File: src/rtl/fmap_bram_streamer_if.sv
// Output stream of the feature-map streamer: data word plus (chan,row,col) position tags.
interface fmap_bram_streamer_if #(
  parameter int unsigned DATA_WIDTH = 16,
  parameter int unsigned CHAN_W     = 5,
  parameter int unsigned ROW_W      = 4,
  parameter int unsigned COL_W      = 4
);
  logic                  m_valid;
  logic                  m_ready;
  logic [DATA_WIDTH-1:0] m_data;
  logic [CHAN_W-1:0]     m_chan;
  logic [ROW_W-1:0]      m_row;
  logic [COL_W-1:0]      m_col;
  logic                  m_last;

  modport master (output m_valid, m_data, m_chan, m_row, m_col, m_last, input m_ready);
  modport slave  (input m_valid, m_data, m_chan, m_row, m_col, m_last, output m_ready);
endinterface

File: src/rtl/fmap_bram_streamer.sv
// Sequentially reads a CHW feature map from BRAM and streams it out with position tags,
// using a credit-limited read issue so the output FIFO can never overflow.
module fmap_bram_streamer #(
  parameter int unsigned IN_CHANNELS = 32,
  parameter int unsigned HEIGHT      = 14,
  parameter int unsigned WIDTH       = 16,
  parameter int unsigned DATA_WIDTH  = 16,
  parameter int unsigned RD_LAT      = 1,
  parameter int unsigned FIFO_DEPTH  = 4,
  parameter int unsigned RELU_EN     = 0,
  parameter int unsigned ADDR_W      = $clog2(IN_CHANNELS * HEIGHT * WIDTH)
) (
  input  logic                  clk,
  input  logic                  rst_n,
  input  logic                  start,
  output logic                  busy,
  output logic                  done,
  output logic                  bram_en,
  output logic [ADDR_W-1:0]     bram_addr,
  input  logic [DATA_WIDTH-1:0] bram_dout,
  fmap_bram_streamer_if.master  strm
);
  localparam int unsigned TOTAL  = IN_CHANNELS * HEIGHT * WIDTH;
  localparam int unsigned CHAN_W = (IN_CHANNELS > 1) ? $clog2(IN_CHANNELS) : 1;
  localparam int unsigned ROW_W  = (HEIGHT > 1) ? $clog2(HEIGHT) : 1;
  localparam int unsigned COL_W  = (WIDTH > 1) ? $clog2(WIDTH) : 1;
  localparam int unsigned PTR_W  = (FIFO_DEPTH > 1) ? $clog2(FIFO_DEPTH) : 1;
  localparam int unsigned CNT_W  = $clog2(FIFO_DEPTH + 1);
  localparam int unsigned INF_W  = $clog2(RD_LAT + 2);

  typedef enum logic [1:0] {IDLE = 2'd0, RUN = 2'd1, DRAIN = 2'd2, DONE = 2'd3} state_t;

  state_t                state, state_nxt;
  logic                  busy_c, done_c;
  logic [ADDR_W-1:0]     rd_addr;
  logic [RD_LAT-1:0]     vld_sr;
  logic [INF_W-1:0]      inflight_c;
  logic                  issue_c, last_addr_c, push_c, pop_c;
  logic [DATA_WIDTH-1:0] wdata_c;
  logic [DATA_WIDTH-1:0] mem [FIFO_DEPTH];
  logic [PTR_W-1:0]      wr_ptr, rd_ptr;
  logic [CNT_W-1:0]      fifo_cnt, fifo_cnt_nxt;
  logic                  valid_q;
  logic [ADDR_W-1:0]     out_idx;
  logic [CHAN_W-1:0]     chan_q;
  logic [ROW_W-1:0]      row_q;
  logic [COL_W-1:0]      col_q;
  logic                  last_q;

  function automatic logic [PTR_W-1:0] ptr_inc(input logic [PTR_W-1:0] p);
    return (p == PTR_W'(FIFO_DEPTH - 1)) ? '0 : p + 1'b1;
  endfunction

  // Reads outstanding: the one presented this cycle plus those in the latency pipe
  always_comb begin
    inflight_c = INF_W'(bram_en);
    for (int unsigned i = 0; i < RD_LAT; i++) inflight_c = inflight_c + INF_W'(vld_sr[i]);
  end

  assign push_c       = vld_sr[RD_LAT-1];
  assign pop_c        = valid_q & strm.m_ready;
  assign last_addr_c  = (rd_addr == ADDR_W'(TOTAL - 1));
  // A pop this cycle frees a slot, which keeps one word per cycle at RD_LAT=2
  assign issue_c      = (state == RUN) &&
                        ((32'(fifo_cnt) + 32'(inflight_c) - 32'(pop_c)) < FIFO_DEPTH);
  assign fifo_cnt_nxt = fifo_cnt + CNT_W'(push_c) - CNT_W'(pop_c);
  assign wdata_c      = ((RELU_EN != 0) && bram_dout[DATA_WIDTH-1]) ? '0 : bram_dout;

  // State register plus registered status outputs
  always_ff @(posedge clk or negedge rst_n) begin
    if (!rst_n) begin
      state <= IDLE;
      busy  <= 1'b0;
      done  <= 1'b0;
    end else begin
      state <= state_nxt;
      busy  <= busy_c;
      done  <= done_c;
    end
  end

  // Next-state logic
  always_comb begin
    state_nxt = state;
    case (state)
      IDLE:    if (start) state_nxt = RUN;
      RUN:     if (issue_c && last_addr_c) state_nxt = DRAIN;
      DRAIN:   if ((fifo_cnt == '0) && (inflight_c == '0)) state_nxt = DONE;
      DONE:    state_nxt = IDLE;
      default: state_nxt = IDLE;
    endcase
  end

  // Status outputs decoded from the upcoming state so they register in step with it
  always_comb begin
    busy_c = 1'b0;
    done_c = 1'b0;
    if ((state_nxt == RUN) || (state_nxt == DRAIN)) busy_c = 1'b1;
    if (state_nxt == DONE) done_c = 1'b1;
  end

  // Read address generation and read-latency tracking
  always_ff @(posedge clk or negedge rst_n) begin
    if (!rst_n) begin
      bram_en   <= 1'b0;
      bram_addr <= '0;
      rd_addr   <= '0;
      vld_sr    <= '0;
    end else begin
      bram_en <= issue_c;
      vld_sr  <= (vld_sr << 1) | RD_LAT'(bram_en);
      if (state == IDLE) begin
        rd_addr   <= '0;
        bram_addr <= '0;
      end else if (issue_c) begin
        bram_addr <= rd_addr;
        if (!last_addr_c) rd_addr <= rd_addr + 1'b1;
      end
    end
  end

  // FIFO storage, no reset needed on the data array
  always_ff @(posedge clk) begin
    if (push_c) mem[wr_ptr] <= wdata_c;
  end

  // FIFO pointers and occupancy
  always_ff @(posedge clk or negedge rst_n) begin
    if (!rst_n) begin
      wr_ptr   <= '0;
      rd_ptr   <= '0;
      fifo_cnt <= '0;
      valid_q  <= 1'b0;
    end else begin
      if (push_c) wr_ptr <= ptr_inc(wr_ptr);
      if (pop_c) rd_ptr <= ptr_inc(rd_ptr);
      fifo_cnt <= fifo_cnt_nxt;
      valid_q  <= (fifo_cnt_nxt != '0);
    end
  end

  // Output position tags, col fastest then row then chan
  always_ff @(posedge clk or negedge rst_n) begin
    if (!rst_n) begin
      out_idx <= '0;
      chan_q  <= '0;
      row_q   <= '0;
      col_q   <= '0;
      last_q  <= 1'b0;
    end else if (state == IDLE) begin
      out_idx <= '0;
      chan_q  <= '0;
      row_q   <= '0;
      col_q   <= '0;
      last_q  <= (TOTAL == 1);
    end else if (pop_c) begin
      last_q  <= ((32'(out_idx) + 32'd2) == TOTAL);
      out_idx <= last_q ? '0 : out_idx + 1'b1;
      if (col_q == COL_W'(WIDTH - 1)) begin
        col_q <= '0;
        if (row_q == ROW_W'(HEIGHT - 1)) begin
          row_q  <= '0;
          chan_q <= (chan_q == CHAN_W'(IN_CHANNELS - 1)) ? '0 : chan_q + 1'b1;
        end else begin
          row_q <= row_q + 1'b1;
        end
      end else begin
        col_q <= col_q + 1'b1;
      end
    end
  end

  assign strm.m_valid = valid_q;
  assign strm.m_data  = mem[rd_ptr];
  assign strm.m_chan  = chan_q;
  assign strm.m_row   = row_q;
  assign strm.m_col   = col_q;
  assign strm.m_last  = last_q;

endmodule
File: src/flat_wrapper.sv
// flat-port wrapper written by rule: the top's interface ports become plain ports
module fmap_bram_streamer_flat 
#(
  parameter int unsigned IN_CHANNELS = 32,
  parameter int unsigned HEIGHT      = 14,
  parameter int unsigned WIDTH       = 16,
  parameter int unsigned DATA_WIDTH  = 16,
  parameter int unsigned RD_LAT      = 1,
  parameter int unsigned FIFO_DEPTH  = 4,
  parameter int unsigned RELU_EN     = 0,
  parameter int unsigned ADDR_W      = $clog2(IN_CHANNELS * HEIGHT * WIDTH)
)
  (clk, rst_n, start, busy, done, bram_en, bram_addr, bram_dout, strm_m_valid, strm_m_data, strm_m_chan, strm_m_row, strm_m_col, strm_m_last, strm_m_ready);
  fmap_bram_streamer_if #(.DATA_WIDTH(DATA_WIDTH)) strm_i ();
  input  logic clk;
  input  logic rst_n;
  input  logic start;
  output logic busy;
  output logic done;
  output logic bram_en;
  output logic [ADDR_W-1:0] bram_addr;
  input  logic [DATA_WIDTH-1:0] bram_dout;
  output wire logic [$bits(strm_i.m_valid)-1:0] strm_m_valid;
  output wire logic [$bits(strm_i.m_data)-1:0] strm_m_data;
  output wire logic [$bits(strm_i.m_chan)-1:0] strm_m_chan;
  output wire logic [$bits(strm_i.m_row)-1:0] strm_m_row;
  output wire logic [$bits(strm_i.m_col)-1:0] strm_m_col;
  output wire logic [$bits(strm_i.m_last)-1:0] strm_m_last;
  input wire logic [$bits(strm_i.m_ready)-1:0] strm_m_ready;
  assign strm_m_valid = strm_i.m_valid;
  assign strm_m_data = strm_i.m_data;
  assign strm_m_chan = strm_i.m_chan;
  assign strm_m_row = strm_i.m_row;
  assign strm_m_col = strm_i.m_col;
  assign strm_m_last = strm_i.m_last;
  assign strm_i.m_ready = strm_m_ready;
  fmap_bram_streamer #(.IN_CHANNELS(IN_CHANNELS), .HEIGHT(HEIGHT), .WIDTH(WIDTH), .DATA_WIDTH(DATA_WIDTH), .RD_LAT(RD_LAT), .FIFO_DEPTH(FIFO_DEPTH), .RELU_EN(RELU_EN), .ADDR_W(ADDR_W)) u_core (.clk(clk), .rst_n(rst_n), .start(start), .busy(busy), .done(done), .bram_en(bram_en), .bram_addr(bram_addr), .bram_dout(bram_dout), .strm(strm_i));
endmodule
File: config.mk
export PLATFORM = sky130hd
export DESIGN_NAME = fmap_bram_streamer_flat
export DESIGN_NICKNAME = d
export VERILOG_FILES = /design/src/rtl/fmap_bram_streamer_if.sv /design/src/rtl/fmap_bram_streamer.sv /design/src/flat_wrapper.sv
export SDC_FILE = /design/constraint.sdc
export NUM_CORES = 1
export LEC_CHECK = 0
export ABC_CLOCK_PERIOD_IN_PS = 4100
export CORE_MARGIN = 4
export CORE_UTILIZATION = 56
export DETAILED_ROUTE_END_ITERATION = 7
export PLACE_DENSITY = 0.82
export SLEW_MARGIN = 20
export SYNTH_ARGS = -nofsm -noshare
export SYNTH_HDL_FRONTEND = slang
export SYNTH_SLANG_ARGS = --single-unit
export TNS_END_PERCENT = 50
File: constraint.sdc
create_clock -name clk -period 4.1 [get_ports clk]
set_input_delay 0.82 -clock clk [delete_from_list [all_inputs] [get_ports clk]]
set_output_delay 0.82 -clock clk [all_outputs]
set_load 0.03 [all_outputs]
==> results.tsv, run 1 <==
metric	value	unit
CTS buffer count	17	
layout cell share with drive strength beyond 1	12.9	%
syn_area_per_cell	12.7	um2
synth top area cells	edfxtp_1, dfrtp_1, mux4_2	
critical path endpoint category	flop	
CTS tree	built	
area share of fa/ha/maj cells after synthesis	5.32	%
Netlist cell types	57	
FMAX	289	MHz
crit path time final	3.46	ns
NetSw	2.10	mW
CP delay by family, top	adder cells	
Filler cells	672	
leakage power	2.84	nW
critical path peak fanout	13	
Crit path largest cell delay	0.53	ns
Starting DRT DRC Count	286	
GP Congestion	0.849	
Worst Setup Start Kind	flop	
critical-path cell list	inv_1 > ha_1 > ha_1 > fa_1 > xor2_2 > nor4_1 > ha_1 > and4bb_2 > nand3_2 > or3_2 > a21oi_2	
Commonest cells post-synth	dfrtp_1, edfxtp_1, nand2_1	
fin. max-slew vios	0	
final wirelength	12400	um
Reg clk slew, reported paths	0.06	ns
main flop type after synthesis	dfrtp_1	
Starting Density	57.4	%
first-pass GRT wire length	21000	um
crit path max-delay cell type	or3_2	
area of the core	10300	um2
Layout area overhead	22.8	%
Setup TNS Final	0	ns
synthesis warning total	0	
root buf cell	clkbuf_8	
final hold slack	0.226	ns
worst reg2reg setup slack	0.64	ns
Worst R2R End	u_core.rd_addr[3]	
cts repair resizes	0	
Post-CTS Setup Inserts	0	
largest net degree at the start of global routing	51	
Post-Syn Instances	468	
Final HPWL DP	8170	um
# DRC	0	
r2r startpoint	u_core.push_c	
P_int	3.51	mW
Hold Vio Cnt, Final	0	
Global Route Usage Sum	21.7	%
skew final	0.00790	ns
Synth area leader	edfxtp_1	
initial antenna violation count	0	
Hold Path Class	in -> async	
final setup margin	0.642	ns
fraction of the cycle the final worst path needs	84.3	%
CP Data Arrival Time	3.90	ns
vias in the first global route	4152	
Mapped Area	5930	um2
power share of the clock group	27.0	%
Site Rows	37	
Routed Antenna Nets	0	
die height	111	um
worst slew pin tran	0.868	ns
Via density	5.99	
nets	580	
I/O Buffers	66	
ant diodes	0	
Synth Area in Compound Gates	8.52	%
multiplexer area fraction after synthesis	6.46	%
H-tree Lvls	4	
DP Worst Slack	0.693	ns
Logic pwr share	38.1	%
most frequent cell after synthesis	dfrtp_1	
most used cell, CP	ha_1	
RSZ-0062 raised after global routing	no	
synthesized netlist net count	512	
DR vias	4103	
status	completed	
Bufs on Longest Clock Path	2	
number of synthesized flops with an enable pin	64	
Async S/R FF share, synth	51.1	%
CP required	4.55	ns
register share of total power	35.0	%
CTS hold repair buffers	0	
post-route cell area	7280	um2
I/O pin cnt	67	
Max IR drop VDD	0.409	mV
Overflow after GRT	0	
DR WL/cell	18.2	um
Skew-Pair Late Insertion Delay	0.52	ns
Max transition margin	42.1	%
placed cell area	6680	um2
Worst Reg-to-Reg Cells	11	
WP buf/inv	1	
Synth Area in XOR/XNOR	1.92	%
clock sinks	131	
Synth Register Bits	131	
max-capacitance violation count	0	
switch share	37.4	%
main combinational cell family by area after synthesis	simple AND/OR/NAND/NOR gates	
Synth top area share	32.4	%
drt pass-1 iters	5	
Die W	111	um
sequential fraction of the synthesis area	60.7	%
Setup violations, final	0	
post-synthesis simple-gate area fraction	14.3	%
DIE AREA	12300	um2
Power per Cell Area	770	nW/um2
kind of critical path	reg -> reg	
-- worst max path at each step --
stage                           to           start  cells past startpoint  slack, ns
6_report         u_core.rd_addr[3]   u_core.push_c                     11       0.64
5_1_grt         u_core.rd_addr[11]   u_core.push_c                     11       0.39
4_1_cts          u_core.rd_addr[3]   u_core.push_c                     11       0.64
3_5_place_dp     u_core.rd_addr[3]   u_core.push_c                     11       0.69
3_3_place_gp   u_core.strm.m_valid    strm_m_ready                     11       0.85
2_1_floorplan          u_core.busy  u_core.bram_en                     12       0.86
-- routing by layer --
layer	vias up	track usage [%]	share of wire, %
met3	24	6.71	6.3
li1	1881	-	-
met1	2053	27.5	43
met2	145	35.6	49
met5	-	0	0
met4	0	7.39	1.8
-- state kept, by name, summed over array words and instances, names as in the netlist, 3 cells and up --
| register | count |
|---|---|
| u_core.strm.m_chan | 5 |
| u_core.bram_addr | 13 |
| u_core.rd_addr | 13 |
| u_core.strm.m_row | 4 |
| u_core.strm.m_col | 4 |
| u_core.out_idx | 13 |
| u_core.fifo_cnt | 3 |
| u_core.mem | 64 |
-- through the flow --
stage,utilization [%],std cells,total power [mW]
global placement,64.7,653,4.03
global route,70.6,685,5.96
detailed placement,64.7,653,4.13
floorplan,-,468,3.45
finish,70.6,685,5.61
CTS,70.6,685,5.67
-- cell type report --
| type | instances | area [um2] | share of cell area (%) |
|---|---|---|---|
| Timing Repair Buffer | 71 | 693 | 9.52 |
| Clock inverter | 14 | 175 | 2.40 |
| Inverter | 15 | 56.3 | 0.773 |
| Tap cell | 136 | 170 | 2.34 |
| Clock buffer | 18 | 428 | 5.87 |
| Multi-Input combinational cell | 300 | 2160 | 29.7 |
| Sequential cell | 131 | 3600 | 49.4 |
-- power groups by stage --
stage / registers, mW / logic (mW) / clock network, mW
floorplan: 2.00 / 1.46 / 0
global placement: 1.96 / 2.07 / 0
detailed placement: 1.98 / 2.15 / 0
CTS: 1.96 / 2.17 / 1.54
global route: 2.00 / 2.35 / 1.61
finish: 1.96 / 2.14 / 1.51
-- layout by cell type, fill, tap and decap left out, types with 3 or more instances in the layout --
master            n
o31ai_1           8
nor2_1           18
xnor2_1           5
or3_1            10
a21oi_2           3
a31oi_1           3
and2_1            5
nand2_1          63
inv_1            13
a21oi_1           9
nand4_1          15
o21ai_0          37
clkinvlp_4        3
o41ai_1           3
inv_6             3
clkbuf_16        16
a21o_1            5
mux4_2           16
xor2_1            3
clkinv_4          3
edfxtp_1         64
dfrtp_1          67
bufinv_16         3
ha_1             22
nor3_1            8
buf_4             5
clkdlybuf4s50_1  65
nand3_1          27
-- cells by family after synthesis --
| family | count (synthesis) |
|---|---|
| xor gates and xnor gates | 10 |
| muxes | 18 |
| buffers and inverters | 37 |
| DFF | 131 |
| AOI/OAI and AO/OA | 81 |
| and+or+nand+nor | 167 |
| adders and majority gates | 24 |
No activity file was read; power rests on OpenSTA's default activity.
==> run 2: changes to the inputs <==
--- a/config.mk
+++ b/config.mk
@@ -5,11 +5,11 @@
 export SDC_FILE = /design/constraint.sdc
 export NUM_CORES = 1
 export LEC_CHECK = 0
-export ABC_CLOCK_PERIOD_IN_PS = 4100
+export ABC_CLOCK_PERIOD_IN_PS = 2900
 export CORE_MARGIN = 4
-export CORE_UTILIZATION = 56
+export CORE_UTILIZATION = 51
 export DETAILED_ROUTE_END_ITERATION = 7
-export PLACE_DENSITY = 0.82
+export PLACE_DENSITY = 0.78
 export SLEW_MARGIN = 20
 export SYNTH_ARGS = -nofsm -noshare
 export SYNTH_HDL_FRONTEND = slang
==> constraint.sdc (replaced) <==
create_clock -name clk -period 2.9 [get_ports clk]
set_input_delay 0.58 -clock clk [delete_from_list [all_inputs] [get_ports clk]]
set_output_delay 0.58 -clock clk [all_outputs]
set_load 0.03 [all_outputs]
==> run 2 against run 1 <==
Against the previous run:
- wire length increased by 2.7%
- critical path type unchanged
- highest routed layer unchanged
- hold slack worse by 0.052 ns
- non-clock buffer count increased by 17
==> results.tsv, run 2 (synthesis gave the netlist of run 1 again) <==
metric	value	unit	change
critical path endpoint category	flop		
largest net degree at the start of global routing	68		+33%
vias in the first global route	4342		+4.6%
power share of the clock group	28.0	%	+1.0 points
most common cell after layout, fill and taps aside	dfrtp_1		
H-tree Lvls	4		unchanged
Via density	5.85		-2.3%
Setup violations, final	0		unchanged
sequential standard cell area	3600	um2	about the same
Final HPWL DP	8250	um	+1.0%
clock sinks	131		unchanged
CP required	3.24	ns	-1.31 ns
skew final	0.00422	ns	-0.00368 ns
Max IR drop VDD	0.955	mV	+130%
Final Non-Filler Cells	709		+3.5%
NetSw	3.14	mW	+49%
crit path launch	u_core.push_c		
Hold Vio Cnt, Final	0		unchanged
final setup margin	0.000501	ns	-0.641 ns
crit path max-delay cell type	fa_2		
DP Worst Slack	-0.176	ns	-0.870 ns
GP Congestion	0.895		+5.5%
first-pass GRT wire length	21100	um	+0.73%
max FFs per register	64		unchanged
Starting Density	51.9	%	-5.5 points
P_int	5.73	mW	+63%
most frequent cells in the layout	dfrtp_1, clkdlybuf4s50_1, edfxtp_1, nand2_1, o21ai_0		
Die W	116	um	+4.4%
# DRC	0		unchanged
Site Rows	39		+5.4%
status	completed		
area of the core	11400	um2	+11%
Skew-Pair Late Insertion Delay	0.41	ns	-0.11 ns
RSZ-0062 raised after global routing	yes		
crit path time final	2.90	ns	-0.559 ns
register share of total power	30.7	%	-4.3 points
critical path peak fanout	4		-9
DR WL/cell	18.0	um	-0.81%
CTS hold repair buffers	0		unchanged
CTS buffer count	17		unchanged
Overflow after GRT	0		unchanged
CP Data Arrival Time	3.24	ns	-0.66 ns
switch share	35.4	%	-2.0 points
Logic pwr share	41.3	%	+3.2 points
ant diodes	0		unchanged
Starting DRT DRC Count	306		+7.0%
Routed Antenna Nets	0		unchanged
Crit path largest cell delay	0.56	ns	+0.03 ns
Hold Path Class	in -> async		
DIE AREA	13400	um2	+9.1%
r2r startpoint	u_core.push_c		
Layout area overhead	28.8	%	
Power per Cell Area	1160	nW/um2	+51%
root buf cell	clkbuf_16		
I/O pin cnt	67		unchanged
FMAX	345	MHz	+19%
drt pass-1 iters	4		-1
most used cell, CP	ha_4		
kind of critical path	reg -> reg		
Global Route Usage Sum	20.3	%	-1.4 points
fin. max-slew vios	0		unchanged
Top reg by flops	u_core.mem		
I/O Buffers	66		unchanged
final wirelength	12800	um	+2.7%
Reg clk slew, reported paths	0.05	ns	about the same
leakage power	2.99	nW	+5.1%
worst slew pin tran	0.877	ns	+0.00857 ns
die height	116	um	+4.4%
Filler cells	826		+23%
placed insts	673		+3.1%
critical-path cell list	inv_2 > ha_4 > ha_4 > fa_2 > nor4_4 > ha_1 > and4bb_4 > nand4_1 > buf_4 > or3_4 > a21oi_2		
fraction of the cycle the final worst path needs	100	%	+16 points
multi-input logic area	2270	um2	+5.1%
max-capacitance violation count	0		unchanged
layout cell share with drive strength beyond 1	17.5	%	+4.6 points
Max transition margin	41.6	%	-0.57 points
CTS tree	built		
Worst Setup Start Kind	flop		
total power	8.87	mW	+58%
nets	597		+2.9%
DR vias	4147		+1.1%
initial antenna violation count	0		unchanged
Bufs on Longest Clock Path	2		unchanged
==> run 2: changes by cell type in the layout (fill, tap and decap cells not counted), moves of 3 or more <==
cell	delta
ha_1	-3
clkbuf_1	+4
bufinv_16	+4
inv_6	-3
buf_4	+15
clkinv_4	-3
==> run 2: area by class of cell <==
cell class	instances	share of cell area, %
clock buffers	22	5.94
clock inverters	10	2.98
inverters	15	0.737
multi-input cells	300	29.8
flip-flops and latches	131	47.1
well taps	143	2.34
repair buffers	88	11.1
==> run 2: timing repair <==
action / 4_1_cts / 5_1_grt
gates resized for setup: 5 / 8
pin swaps: 4 / 5
endpoints found under the setup margin: 24 / 13
buffers inserted: 3 / 1
==> run 2: routing by layer <==
| metal | vias to the layer above | global-route usage, % | wire length, um |
|---|---|---|---|
| li1 | 1910 | - | - |
| met4 | 0 | 9.82 | 355 |
| met5 | - | 0 | 0 |
| met1 | 2083 | 24.8 | 5210 |
| met2 | 127 | 33.9 | 6510 |
| met3 | 27 | 5.01 | 689 |
==> run 2: worst max-delay path, delay by kind of cell (launching register included) <==
family / cells / cell delay (ns)
DFF: 1 / 0.38
AOI/OAI and AO/OA: 1 / 0.13
adders and majority gates: 4 / 1.20
and+or+nand+nor: 4 / 0.83
buffers and inverters: 2 / 0.28
==> run 2: stage by stage <==
stage	setup TNS [ns]	cell area, um2	utilization, %	hold slack [ns]
after floorplan	-0.337	5980	-	0.284
after global placement	-0.0469	6870	60.1	0.482
after detailed placement	-1.41	6870	60.1	0.492
after CTS	0	7590	66.5	0.188
after global routing	-0.353	7640	66.9	0.195
final	0	7640	66.9	0.174
==> run 2: power groups by stage <==
stage                     Sequential [mW]  Combinational (mW)  Clock (mW)
after floorplan                      2.83                2.17           0
after global placement               2.71                3.40           0
after CTS                            2.72                3.63        2.50
after global routing                 2.77                3.96        2.60
final                                2.72                3.67        2.48
after detailed placement             2.75                3.50           0
==> run 2: worst paths after layout <==
kind | cells past startpoint | slack (ns) | to
worst min register to register | 2 | 0.50 | u_core.bram_addr[6]
min in group clk | 2 | 0.50 | u_core.bram_addr[6]
worst max register to register | 11 | 0.0005 | u_core.rd_addr[10]
worst min-delay path | 2 | 0.17 | u_core.out_idx[9]
worst max-delay path | 11 | 0.0005 | u_core.rd_addr[10]
max in group asynchronous | 2 | 2.41 | u_core.bram_en
==> run 3: changes to the inputs <==
--- a/config.mk
+++ b/config.mk
@@ -6,7 +6,6 @@
 export NUM_CORES = 1
 export LEC_CHECK = 0
 export ABC_CLOCK_PERIOD_IN_PS = 2900
-export CORE_MARGIN = 4
 export CORE_UTILIZATION = 51
 export DETAILED_ROUTE_END_ITERATION = 7
 export PLACE_DENSITY = 0.78
==> run 3 against run 2 <==
Against the previous run:
- the run now ends with design-rule violations left
- final area shrank 1.4%
- sequential share of layout area grew 0.67 points
- die area shrank 10%
- combinational power grew 2%
- global-route usage grew 1.8 points
- critical path depth is the same
- wire length shrank 4.6%
- clock skew is essentially flat
- sequential cell count is the same
- core utilization shrank 0.65 points
- clock power shrank 14%
- largest cell class unchanged
==> results.tsv, run 3 (synthesis gave the netlist of run 1 again) <==
metric	value	unit	change
status	finished, violations left		
failing checks	design-rule violations		
Max IR drop VDD	0.901	mV	-5.7%
area of the core	11400	um2	-0.43%
final setup margin	0.0541	ns	+0.0536 ns
post-route cell area	7530	um2	-1.4%
Global Route Usage Sum	22.1	%	+1.8 points
die height	110	um	-5.2%
most common cell after layout, fill and taps aside	dfrtp_1		
DIE AREA	12100	um2	-10%
Starting DRT DRC Count	240		-22%
DR vias	4071		-1.8%
critical path endpoint category	flop		
fin. max-slew vios	0		unchanged
CTS tree	built		
final core occ	66.3	%	-0.65 points
GP Congestion	0.856		-4.3%
kind of critical path	reg -> reg		
Final HPWL DP	8050	um	-2.3%
I/O Buffers	66		unchanged
critical path peak fanout	7		+3
DR WL/cell	17.1	um	-4.9%
placed cell area	6880	um2	+0.22%
Worst R2R End	u_core.rd_addr[11]		
crit path time final	2.85	ns	-0.0536 ns
max-capacitance violation count	0		unchanged
Setup TNS Final	0	ns	unchanged
# DRC	2		+2
fraction of the cycle the final worst path needs	98.1	%	-1.8 points
Filler cells	812		-1.7%
Overflow after GRT	0		unchanged
Starting Density	52.2	%	+0.22 points
CTS buffer count	17		unchanged
Top reg by flops	u_core.mem		
r2r startpoint	u_core.push_c		
met2 Usage GRT	35.1	%	+1.2 points
routing usage on met1	27.4	%	+2.6 points
Layout area overhead	27.0	%	
FMAX	351	MHz	+1.9%
skew final	0.00424	ns	+0.0000243 ns
Site Rows	39		unchanged
CTS hold repair buffers	0		unchanged
root buf cell	clkbuf_16		
Die W	110	um	-5.2%
clock sinks	131		unchanged
Skew-Pair Late Insertion Delay	0.42	ns	about the same
vias in the first global route	4012		-7.6%
max FFs per register	64		unchanged
Via density	5.73		-2.1%
I/O pin cnt	67		unchanged
most frequent cells in the layout	dfrtp_1, clkdlybuf4s50_1, edfxtp_1, nand2_1, o21ai_0		
drt pass-1 iters	6		+2
Reg clk slew, reported paths	0.06	ns	about the same
final wirelength	12200	um	-4.6%
Hold Path Class	in -> async		
leakage power	2.93	nW	-1.8%
GRT Max-Usage Layer	met2		
first-pass GRT wire length	19600	um	-7.4%
nets	599		+0.34%
layout cell share with drive strength beyond 1	17.4	%	-0.062 points
H-tree Lvls	4		unchanged
Routed Antenna Nets	0		unchanged
multi-input logic area	2240	um2	-1.3%
Bufs on Longest Clock Path	2		unchanged
Hold Vio Cnt, Final	0		unchanged
Max transition margin	42.2	%	+0.60 points
sequential standard cell area	3600	um2	unchanged
worst reg2reg setup slack	0.05	ns	+0.05 ns
largest net degree at the start of global routing	41		-40%
Power per Cell Area	1140	nW/um2	-1.9%
CP Data Arrival Time	3.19	ns	-0.05 ns
DP Worst Slack	-0.142	ns	+0.0343 ns
RSZ-0062 raised after global routing	yes		
ant diodes	0		unchanged
worst slew pin tran	0.868	ns	-0.00905 ns
met3 usage	6.76	%	+1.7 points
Worst Reg-to-Reg Cells	11		unchanged
CP required	3.25	ns	about the same
initial antenna violation count	0		unchanged
Setup violations, final	0		unchanged
Worst Setup Start Kind	flop		
## run 3: cell types whose count changed in the layout (fill, tap and decap cells not counted), moves of 2 or more
cell	delta
buf_4	+2
bufinv_16	-4
clkbuf_1	-3
clkinv_1	+2
clkinv_4	+3
clkinvlp_4	+3
or3_1	+2
or3_4	-2
## run 3: worst max-delay path, cell delays in order (launching register included)
cell	delay (ns)
dfrtp_1	0.39
inv_2	0.09
ha_4	0.21
ha_4	0.16
fa_2	0.38
xor2_4	0.17
nor4_2	0.05
ha_1	0.19
and4bb_4	0.39
nand4_1	0.23
or3_1	0.40
a21oi_2	0.13
## run 3: worst max path at each step
stage / cells past startpoint / end / start
finish: 11 / u_core.rd_addr[11] / u_core.push_c
global route: 10 / u_core.busy / u_core.push_c
CTS: 10 / u_core.rd_addr[12] / u_core.push_c
detailed placement: 11 / u_core.rd_addr[3] / u_core.push_c
global placement: 11 / u_core.rd_addr[3] / u_core.push_c
floorplan: 12 / u_core.busy / u_core.bram_en
## run 3: per-stage QoR
step | instances | power [mW] | hold WS [ns]
floorplan | 468 | 5.00 | 0.284
global placement | 675 | 6.22 | 0.484
detailed placement | 675 | 6.35 | 0.485
CTS | 709 | 8.58 | 0.192
global route | 711 | 9.06 | 0.230
finish | 711 | 8.57 | 0.185
## run 3: metal layers
metal | up-vias | wire length (um)
met3 | 22 | 632
met1 | 2033 | 5290
met4 | 0 | 266
li1 | 1914 | -
met5 | - | 0
met2 | 102 | 5990
## run 3: layout make-up
| type | instances | area share, % |
|---|---|---|
| multi-input cells | 300 | 29.8 |
| clock inverters | 14 | 2.18 |
| inverters | 15 | 0.747 |
| clock buffers | 18 | 5.70 |
| flip-flops and latches | 131 | 47.8 |
| repair buffers | 90 | 11.4 |
| well taps | 143 | 2.38 |
## run 3: repair_timing
item                       4_1_cts  5_1_grt
pin swaps                        4        2
setup endpoints to repair       12        8
resized for setup                3        4
buffers inserted                 2        2
## run 3: power breakdown
group	internal (mW)	switching, mW	total (mW)
clock	1.34	0.787	2.13
combinational	1.67	2.06	3.73
sequential	2.41	0.298	2.71
